File: src/rtl/mult32_seq_pkg.sv
// Shared definitions for the iterative shift-add multiplier: widths and FSM state encodings.
package mult32_seq_pkg;
  localparam int DATA_WIDTH   = 32;
  localparam int DOUBLE_WIDTH = 2 * DATA_WIDTH;

  typedef enum logic [1:0] {
    MUL_IDLE = 2'd0,
    MUL_RUN  = 2'd1,
    MUL_DONE = 2'd2
  } mul_state_t;
endpackage

File: src/rtl/mult32_add_shift.sv
// One combinational shift-add step: gate the multiplicand by P[0], add into the upper half,
// then shift right with the adder carry entering the top bit.
module mult32_add_shift
  import mult32_seq_pkg::*;
#(
  parameter int WIDTH = DATA_WIDTH
) (
  input  logic [2*WIDTH-1:0] p,
  input  logic [WIDTH-1:0]   a,
  output logic [2*WIDTH-1:0] p_next
);
  logic [WIDTH-1:0] pp;
  logic [WIDTH:0]   sum;

  assign pp     = a & {WIDTH{p[0]}};
  assign sum    = {1'b0, p[2*WIDTH-1:WIDTH]} + {1'b0, pp};
  assign p_next = {sum, p[WIDTH-1:1]};
endmodule

File: src/rtl/mult32_seq.sv
// Iterative unsigned multiplier, one product bit per cycle, result held in HI/LO.
// state    | meaning
// MUL_IDLE | waiting for START
// MUL_RUN  | shifting/adding, count = step index 0..WIDTH-1
// MUL_DONE | one-cycle completion pulse; START here is accepted as in IDLE
module mult32_seq
  import mult32_seq_pkg::*;
#(
  parameter int WIDTH = DATA_WIDTH
) (
  input  logic             CLK,
  input  logic             RST,
  input  logic             START,
  input  logic [WIDTH-1:0] A,
  input  logic [WIDTH-1:0] B,
  output logic             BUSY,
  output logic             DONE,
  output logic [WIDTH-1:0] HI,
  output logic [WIDTH-1:0] LO,
  output logic             ZERO
);
  localparam int CW = $clog2(WIDTH);

  mul_state_t         state, state_nxt;
  logic [CW-1:0]      count;
  logic [2*WIDTH-1:0] p, p_next;
  logic [WIDTH-1:0]   a_reg;
  logic               accept, zero_op, last_step;

  assign accept    = START && (state != MUL_RUN);
  assign zero_op   = (A == '0) || (B == '0);
  assign last_step = (state == MUL_RUN) && (count == CW'(WIDTH - 1));

  mult32_add_shift #(.WIDTH(WIDTH)) u_step (
    .p      (p),
    .a      (a_reg),
    .p_next (p_next)
  );

  always_ff @(posedge CLK or posedge RST) begin
    if (RST) state <= MUL_IDLE;
    else     state <= state_nxt;
  end

  always_comb begin
    state_nxt = MUL_IDLE;
    case (state)
      MUL_IDLE, MUL_DONE: begin
        if (START) state_nxt = zero_op ? MUL_DONE : MUL_RUN;
        else       state_nxt = MUL_IDLE;
      end
      MUL_RUN:  state_nxt = last_step ? MUL_DONE : MUL_RUN;
      default:  state_nxt = MUL_IDLE;
    endcase
  end

  always_comb begin
    BUSY = 1'b0;
    DONE = 1'b0;
    case (state)
      MUL_RUN:  BUSY = 1'b1;
      MUL_DONE: DONE = 1'b1;
      default: ;
    endcase
  end

  // The final step bypasses P and lands directly in HI/LO so DONE coincides with the result.
  always_ff @(posedge CLK or posedge RST) begin
    if (RST) begin
      p     <= '0;
      a_reg <= '0;
      count <= '0;
      HI    <= '0;
      LO    <= '0;
      ZERO  <= 1'b1;
    end else if (accept) begin
      a_reg <= A;
      count <= '0;
      if (zero_op) begin
        HI   <= '0;
        LO   <= '0;
        ZERO <= 1'b1;
      end else begin
        p <= {{WIDTH{1'b0}}, B};
      end
    end else if (state == MUL_RUN) begin
      p     <= p_next;
      count <= count + CW'(1);
      if (last_step) begin
        HI   <= p_next[2*WIDTH-1:WIDTH];
        LO   <= p_next[WIDTH-1:0];
        ZERO <= ~|(p_next[2*WIDTH-1:WIDTH] | p_next[WIDTH-1:0]);
      end
    end
  end
endmodule

File: config.mk
export PLATFORM = sky130hd
export DESIGN_NAME = mult32_seq
export DESIGN_NICKNAME = d
export VERILOG_FILES = /design/src/rtl/mult32_seq_pkg.sv /design/src/rtl/mult32_add_shift.sv /design/src/rtl/mult32_seq.sv
export SDC_FILE = /design/constraint.sdc
export NUM_CORES = 1
export LEC_CHECK = 0
export ABC_AREA = 1
export CAP_MARGIN = 10
export CORE_UTILIZATION = 62
export CTS_BUF_LIST = sky130_fd_sc_hd__clkbuf_8
export DETAILED_ROUTE_END_ITERATION = 8
export PLACE_DENSITY = 0.94
export SLEW_MARGIN = 20
export SYNTH_ARGS = -nofsm -noshare
export SYNTH_HDL_FRONTEND = slang
export SYNTH_SLANG_ARGS = --single-unit
File: constraint.sdc
create_clock -name CLK -period 11.77 [get_ports CLK]
set_clock_uncertainty 0.05 [all_clocks]
set_input_delay 1.7655 -clock CLK [delete_from_list [all_inputs] [get_ports CLK]]
set_output_delay 1.7655 -clock CLK [all_outputs]
set_load 0.01 [all_outputs]
==> results of run 1 <==
[cells in the final DEF, fill, tap and decap left out, drive strengths merged, types with 4 or more instances in the layout]
cell type and instances:
dfrtp 167, a31oi 31, buf 8, nand4 24, o21ai 72, a21oi 58
nand3 74, inv 232, nor3 6, nor4 5, clkinv 4, nor2 160
ha 34, clkbuf 17, xor2 5, clkdlybuf4s50 133, nand2 487
[logic make-up after synthesis]
group	count (synthesis)	synth area share
flops	168	0.423
fa+ha+maj	35	0.0448
compound gates	170	0.104
xor+xnor	7	0.00616
buf+inv	273	0.112
simple gates	764	0.310
[cell type report]
| class | count | area (um^2) | area share |
|---|---|---|---|
| Tap cell | 211 | 264 | 0.0225 |
| Timing Repair Buffer | 141 | 1400 | 0.119 |
| Multi-Input combinational cell | 976 | 4640 | 0.394 |
| Clock buffer | 17 | 234 | 0.0199 |
| Sequential cell | 168 | 4210 | 0.358 |
| Clock inverter | 15 | 169 | 0.0144 |
| Inverter | 224 | 846 | 0.0719 |
[power breakdown]
part           total, mW  switching (mW)  internal [mW]  leakage (nW)
Combinational       1.78            1.10          0.675          4.09
Clock              0.427           0.234          0.194         0.209
Sequential          1.04           0.190          0.848          2.04
[metrics by stage]
stage	hold WS [ns]	instances	area, um^2	total power [mW]
6_report	0.441	1752	11800	3.24
5_1_grt	0.459	1752	11800	3.50
4_1_cts	0.438	1751	11700	3.21
3_5_place_dp	0.415	1719	11300	2.78
3_3_place_gp	0.412	1719	11300	2.72
2_1_floorplan	0.398	1417	9950	2.16
[worst max-delay path by stage]
stage,startpoint,endpoint,cells after the start
2_1_floorplan,RST,HI[0]$_DFFE_PP0P_,1
3_3_place_gp,A[15],LO[21]$_DFFE_PP0P_,11
3_5_place_dp,START,LO[25]$_DFFE_PP0P_,9
4_1_cts,START,LO[25]$_DFFE_PP0P_,9
5_1_grt,A[5],LO[27]$_DFFE_PP0P_,11
6_report,A[15],LO[25]$_DFFE_PP0P_,11
[routing by layer]
layer	vias up	wire length [um]	share of wire
li1	4635	-	-
met1	4443	11700	0.43
met2	396	12500	0.46
met3	67	2270	0.083
met4	0	718	0.026
met5	-	0	0
[tightest hold or removal path: stages, from the launching register on]
cell     delay [ns]
dfrtp_1        0.36
nand2_1        0.06
nand2_1        0.05
==> impl_metrics.env, run 1 <==
export IMPL_cts_htree_levels=4
export IMPL_syn_area_um2=9950
export IMPL_synthCells=1417
export IMPL_final_antenna_net_count=0
export IMPL_synth_most_common_cell="nand2_1"
export IMPL_use_met2=0.553
export IMPL_syn_area_per_cell_um2=7.02
export IMPL_die_w_um=129
export IMPL_dp_hpwl_mm=20.2
export IMPL_die_area_um2=16600
export IMPL_max_slew_margin=0.364
export IMPL_crit_buf_inv=3
export IMPL_path_max_fanout=81
export IMPL_crit_type="primary input to register"
export IMPL_dp_slack_ns=6.99
export IMPL_clk_insertion_delay_late_ns=0.48
export IMPL_crit_arrival_ns=4.62
export IMPL_synth_edf_count=0
export IMPL_vias=9541
export IMPL_cts_resized=0
export IMPL_gp_congestion=0.965
export IMPL_final_hold_viol_count=0
export IMPL_clk_pin_slew_worst_paths_ns=0.10
export IMPL_clockRootBuffer="clkbuf_8"
export IMPL_area_growth_syn_to_layout_pct=18.1
export IMPL_start_util=0.645
export IMPL_fp_coreArea_um2=15400
export IMPL_cts_tree="yes"
export IMPL_diodes=0
export IMPL_final_util=0.762
export IMPL_io_pin_count=134
export IMPL_dr_pass1_iters=5
export IMPL_max_cap_violations=0
export IMPL_holdCritStartpoint="p[45]$_DFFE_PP0P_"
export IMPL_synth_top_area_frac=0.420
export IMPL_start_kind="primary input"
export IMPL_synth_distinct_cells=39
export IMPL_outcome="complete, no violations"
export IMPL_port_buffers=133
export IMPL_grt_max_degree=103
export IMPL_nets=1630
export IMPL_synthFlopType="dfrtp_1"
export IMPL_yosysWarnings=0
export IMPL_overflow=0
export IMPL_peakVddDrop_v=0.000207
export IMPL_grt_util_met1=0.459
export IMPL_cts_buffers=17
export IMPL_largest_register="p"
export IMPL_layout_drive_gt1_share=0.0526
export IMPL_cts_sinks=168
export IMPL_use_met3=0.0890
export IMPL_synth_largest_area_cell="dfrtp_1"
export IMPL_tns_ns=0
export IMPL_worstHoldPathCells=2
export IMPL_fillers=1164
export IMPL_yosysSeqAreaShare=0.423
export IMPL_r2r_end="ZERO$_DFFE_PP1P_"
export IMPL_avgViaCountPerCell=5.45
export IMPL_grt_busiest_layer="met2"
export IMPL_slowest_delay_ns=0.52
export IMPL_worst_slew_pin_transition_ns=0.953
export IMPL_ff2ff_path_depth=18
export IMPL_critPathRequiredTime_ns=12.12
export IMPL_leakagePower_nw=6.33
export IMPL_grt_pass1_wl_mm=43.7
export IMPL_netlist_top_cells_area="dfrtp_1, nand2_1, inv_1, nor2_1, ha_1"
export IMPL_worst_setup_path_end_kind="register"
export IMPL_drc_errors=0
export IMPL_rows=45
export IMPL_hp_class="register to register"
export IMPL_cts_hold_repair_buffers=0
export IMPL_worst_slack_ns=7.50
export IMPL_cts_setup_buffers=0
export IMPL_drtIter0Drc=717
export IMPL_largest_register_ffs=64
export IMPL_clk_path_buf_depth=2
export IMPL_ys_ff_latch=168
export IMPL_drv_slew=0
export IMPL_rsz0062_at_grt="false"
export IMPL_regToRegStartpoint="p[0]$_DFFE_PP0P_"
export IMPL_wire_per_inst_um=15.5
export IMPL_min_period_ns=4.27
export IMPL_die_y_um=129
export IMPL_antenna_found_initial=0
export IMPL_finalCritPeriodShare=0.363
export IMPL_setup_viol=0
export IMPL_worstPathCellList="clkdlybuf4s50_1, inv_1, nand4_1, nor4_1, nand2_1, and2_4, or2_1, buf_4, nand2_8, nor2_1, a21oi_2"
export IMPL_syn_num_nets=1519
export IMPL_grt_usage=0.344
export IMPL_wirelength_mm=27.2
export IMPL_powerDensity_nw_per_um2=276
export IMPL_critPathTopFamily="simple AND/OR/NAND/NOR gates"
export IMPL_max_freq_mhz=234
export IMPL_reg2reg_setup_slack_ns=8.11
export IMPL_grt_pass1_vias=9052
export IMPL_synthArstFlopShare=1.00
export IMPL_whs_endpoint="p[45]$_DFFE_PP0P_"
export IMPL_synth_common_cells="nand2_1, inv_1, dfrtp_1"
export IMPL_slowest_stage="nor4_1"
(Power assumes the default switching activity.)
==> run 2, diff against run 1 <==
--- a/config.mk
+++ b/config.mk
@@ -7,10 +7,10 @@
 export LEC_CHECK = 0
 export ABC_AREA = 1
 export CAP_MARGIN = 10
-export CORE_UTILIZATION = 62
+export CORE_UTILIZATION = 58
 export CTS_BUF_LIST = sky130_fd_sc_hd__clkbuf_8
 export DETAILED_ROUTE_END_ITERATION = 8
-export PLACE_DENSITY = 0.94
+export PLACE_DENSITY = 0.89
 export SLEW_MARGIN = 20
 export SYNTH_ARGS = -nofsm -noshare
 export SYNTH_HDL_FRONTEND = slang
==> constraint.sdc (replaced) <==
create_clock -name CLK -period 4.5 [get_ports CLK]
set_clock_uncertainty 0.05 [all_clocks]
set_input_delay 0.675 -clock CLK [delete_from_list [all_inputs] [get_ports CLK]]
set_output_delay 0.675 -clock CLK [all_outputs]
set_load 0.01 [all_outputs]
==> run 2 against run 1 <==
Effect of this change: flip-flop and latch count did not move; total power rose to 2.6 times the previous value; combinational power rose to 2.6 times the previous value; cell count grew 0.40%; via count fell by 0.99%; non-clock buffer count down 1; first-iteration DRC count grew 24%; clock power rose to 2.7 times the previous value; clock-buffer cell count is 1 higher; critical path type is now register to register; highest routed layer unchanged.
==> impl_metrics.env, run 2 (synthesis gave the netlist of run 1 again) <==
export IMPL_outcome="complete, no violations"
export IMPL_grt_max_degree=169
export IMPL_dpl_cell_area_um2=11400
export IMPL_start_kind="register"
export IMPL_max_freq_mhz=304
export IMPL_slowest_stage="dfrtp_2"
export IMPL_die_area_um2=17700
export IMPL_overflow=0
export IMPL_critPathTopFamily="simple AND/OR/NAND/NOR gates"
export IMPL_gp_congestion=0.925
export IMPL_clk_path_buf_depth=2
export IMPL_worst_slew_pin_transition_ns=0.932
export IMPL_final_antenna_net_count=0
export IMPL_io_pin_count=134
export IMPL_worst_setup_path_end_kind="register"
export IMPL_diodes=0
export IMPL_finalCritPeriodShare=0.730
export IMPL_rows=47
export IMPL_wirelength_mm=27.4
export IMPL_grt_pass1_vias=9146
export IMPL_clk_pin_slew_worst_paths_ns=0.09
export IMPL_max_cap_violations=0
export IMPL_peakVddDrop_v=0.000383
export IMPL_start_util=0.598
export IMPL_vias=9447
export IMPL_powerDensity_nw_per_um2=722
export IMPL_ff2ff_path_depth=17
export IMPL_grt_usage=0.326
export IMPL_seq_area_um2=4210
export IMPL_setup_viol=0
export IMPL_dr_pass1_iters=6
export IMPL_regToRegStartpoint="p[0]$_DFFE_PP0P_"
export IMPL_crit_buf_inv=1
export IMPL_final_hold_viol_count=0
export IMPL_cts_setup_buffers=0
export IMPL_cts_hold_repair_buffers=0
export IMPL_whs_endpoint="a_reg[12]$_DFFE_PP0P_"
export IMPL_clk_insertion_delay_late_ns=0.47
export IMPL_critPathRequiredTime_ns=4.85
export IMPL_final_util=0.708
export IMPL_tns_ns=0
export IMPL_min_period_ns=3.29
export IMPL_die_y_um=133
export IMPL_hp_class="register to register"
export IMPL_crit_type="register to register"
export IMPL_antenna_found_initial=0
export IMPL_holdCritStartpoint="a_reg[12]$_DFFE_PP0P_"
export IMPL_layout_common_cells="nand2_1, inv_1, dfrtp_1, nor2_1, clkdlybuf4s50_1"
export IMPL_worstPathCellList="nand2_1, inv_1, ha_1, fa_1, nand3_1, nand3_1, nand2_1, nand2_1, nand2_1, nand3_1, nand3_1, nand2_1, nor2_1, nand3_1, nor2_1, nand2_1, a21oi_1"
export IMPL_design_area_um2=11800
export IMPL_die_w_um=133
export IMPL_largest_register_ffs=64
export IMPL_clockRootBuffer="clkbuf_8"
export IMPL_area_growth_syn_to_layout_pct=18.3
export IMPL_leakagePower_nw=6.33
export IMPL_cts_buffers=17
export IMPL_drtIter0Drc=892
export IMPL_avgViaCountPerCell=5.37
export IMPL_drv_slew=0
export IMPL_rsz0062_at_grt="false"
export IMPL_nets=1629
export IMPL_cts_sinks=168
export IMPL_path_max_fanout=33
export IMPL_crit_top_cell="nand2_1"
export IMPL_port_buffers=133
export IMPL_grt_pass1_wl_mm=44.9
export IMPL_cts_tree="yes"
export IMPL_worstHoldPathCells=2
export IMPL_cts_resized=0
export IMPL_cts_htree_levels=4
export IMPL_layout_drive_gt1_share=0.0520
export IMPL_fillers=1356
export IMPL_dp_hpwl_mm=20.1
export IMPL_layout_commonest_cell="nand2_1"
export IMPL_fp_coreArea_um2=16600
export IMPL_largest_register="p"
export IMPL_multi_input_area_um2=4640
export IMPL_wire_per_inst_um=15.6
export IMPL_reg2reg_setup_slack_ns=1.21
export IMPL_r2r_end="ZERO$_DFFE_PP1P_"
export IMPL_crit_arrival_ns=3.63
export IMPL_slowest_delay_ns=0.66
export IMPL_drc_errors=0
export IMPL_max_slew_margin=0.379
## run 2: power breakdown
group | switching [mW] | leakage [nW] | internal, mW
sequential | 0.508 | 2.03 | 2.22
combinational | 2.85 | 4.08 | 1.76
clock | 0.603 | 0.216 | 0.570
total | 3.96 | 6.33 | 4.55
## run 2: final cells by class
cell class | instances | share of cell area
Clock buffer | 18 | 0.0210
Timing Repair Buffer | 140 | 0.119
Clock inverter | 13 | 0.0146
Sequential cell | 168 | 0.357
Inverter | 224 | 0.0717
Tap cell | 220 | 0.0234
Multi-Input combinational cell | 976 | 0.394
## run 2: worst reg2reg max path, delay by kind of cell (launching register included)
kind / cells / cell delay (ns)
DFF: 1 / 0.66
buffers and inverters: 1 / 0.05
adders and majority gates: 2 / 0.70
AOI/OAI and AO/OA: 1 / 0.17
and+or+nand+nor: 13 / 1.59
## run 2: metal layers
metal  vias up  routed length [um]  global-route usage
met5         -                   0                   0
met4         0                 637               0.116
met3        48                1820              0.0621
met2       343               13000               0.543
met1      4431               11900               0.422
li1       4625                   -                   -
## run 2: how the worst max path moves through the flow
stage	startpoint	depth (start not counted)	end
after floorplan	RST	1	HI[0]$_DFFE_PP0P_
after global placement	p[0]$_DFFE_PP0P_	17	ZERO$_DFFE_PP1P_
after detailed placement	p[0]$_DFFE_PP0P_	17	ZERO$_DFFE_PP1P_
after CTS	p[0]$_DFFE_PP0P_	16	ZERO$_DFFE_PP1P_
after global routing	p[0]$_DFFE_PP0P_	17	ZERO$_DFFE_PP1P_
final	p[0]$_DFFE_PP0P_	17	ZERO$_DFFE_PP1P_
## run 2: stage by stage
step | hold WS [ns] | power (mW) | setup slack (ns) | cells
2_1_floorplan | 0.398 | 5.66 | 1.64 | 1417
3_3_place_gp | 0.412 | 7.11 | 1.11 | 1728
3_5_place_dp | 0.420 | 7.26 | 1.08 | 1728
4_1_cts | 0.441 | 8.47 | 1.03 | 1759
5_1_grt | 0.470 | 9.18 | 0.984 | 1759
6_report | 0.442 | 8.50 | 1.21 | 1759
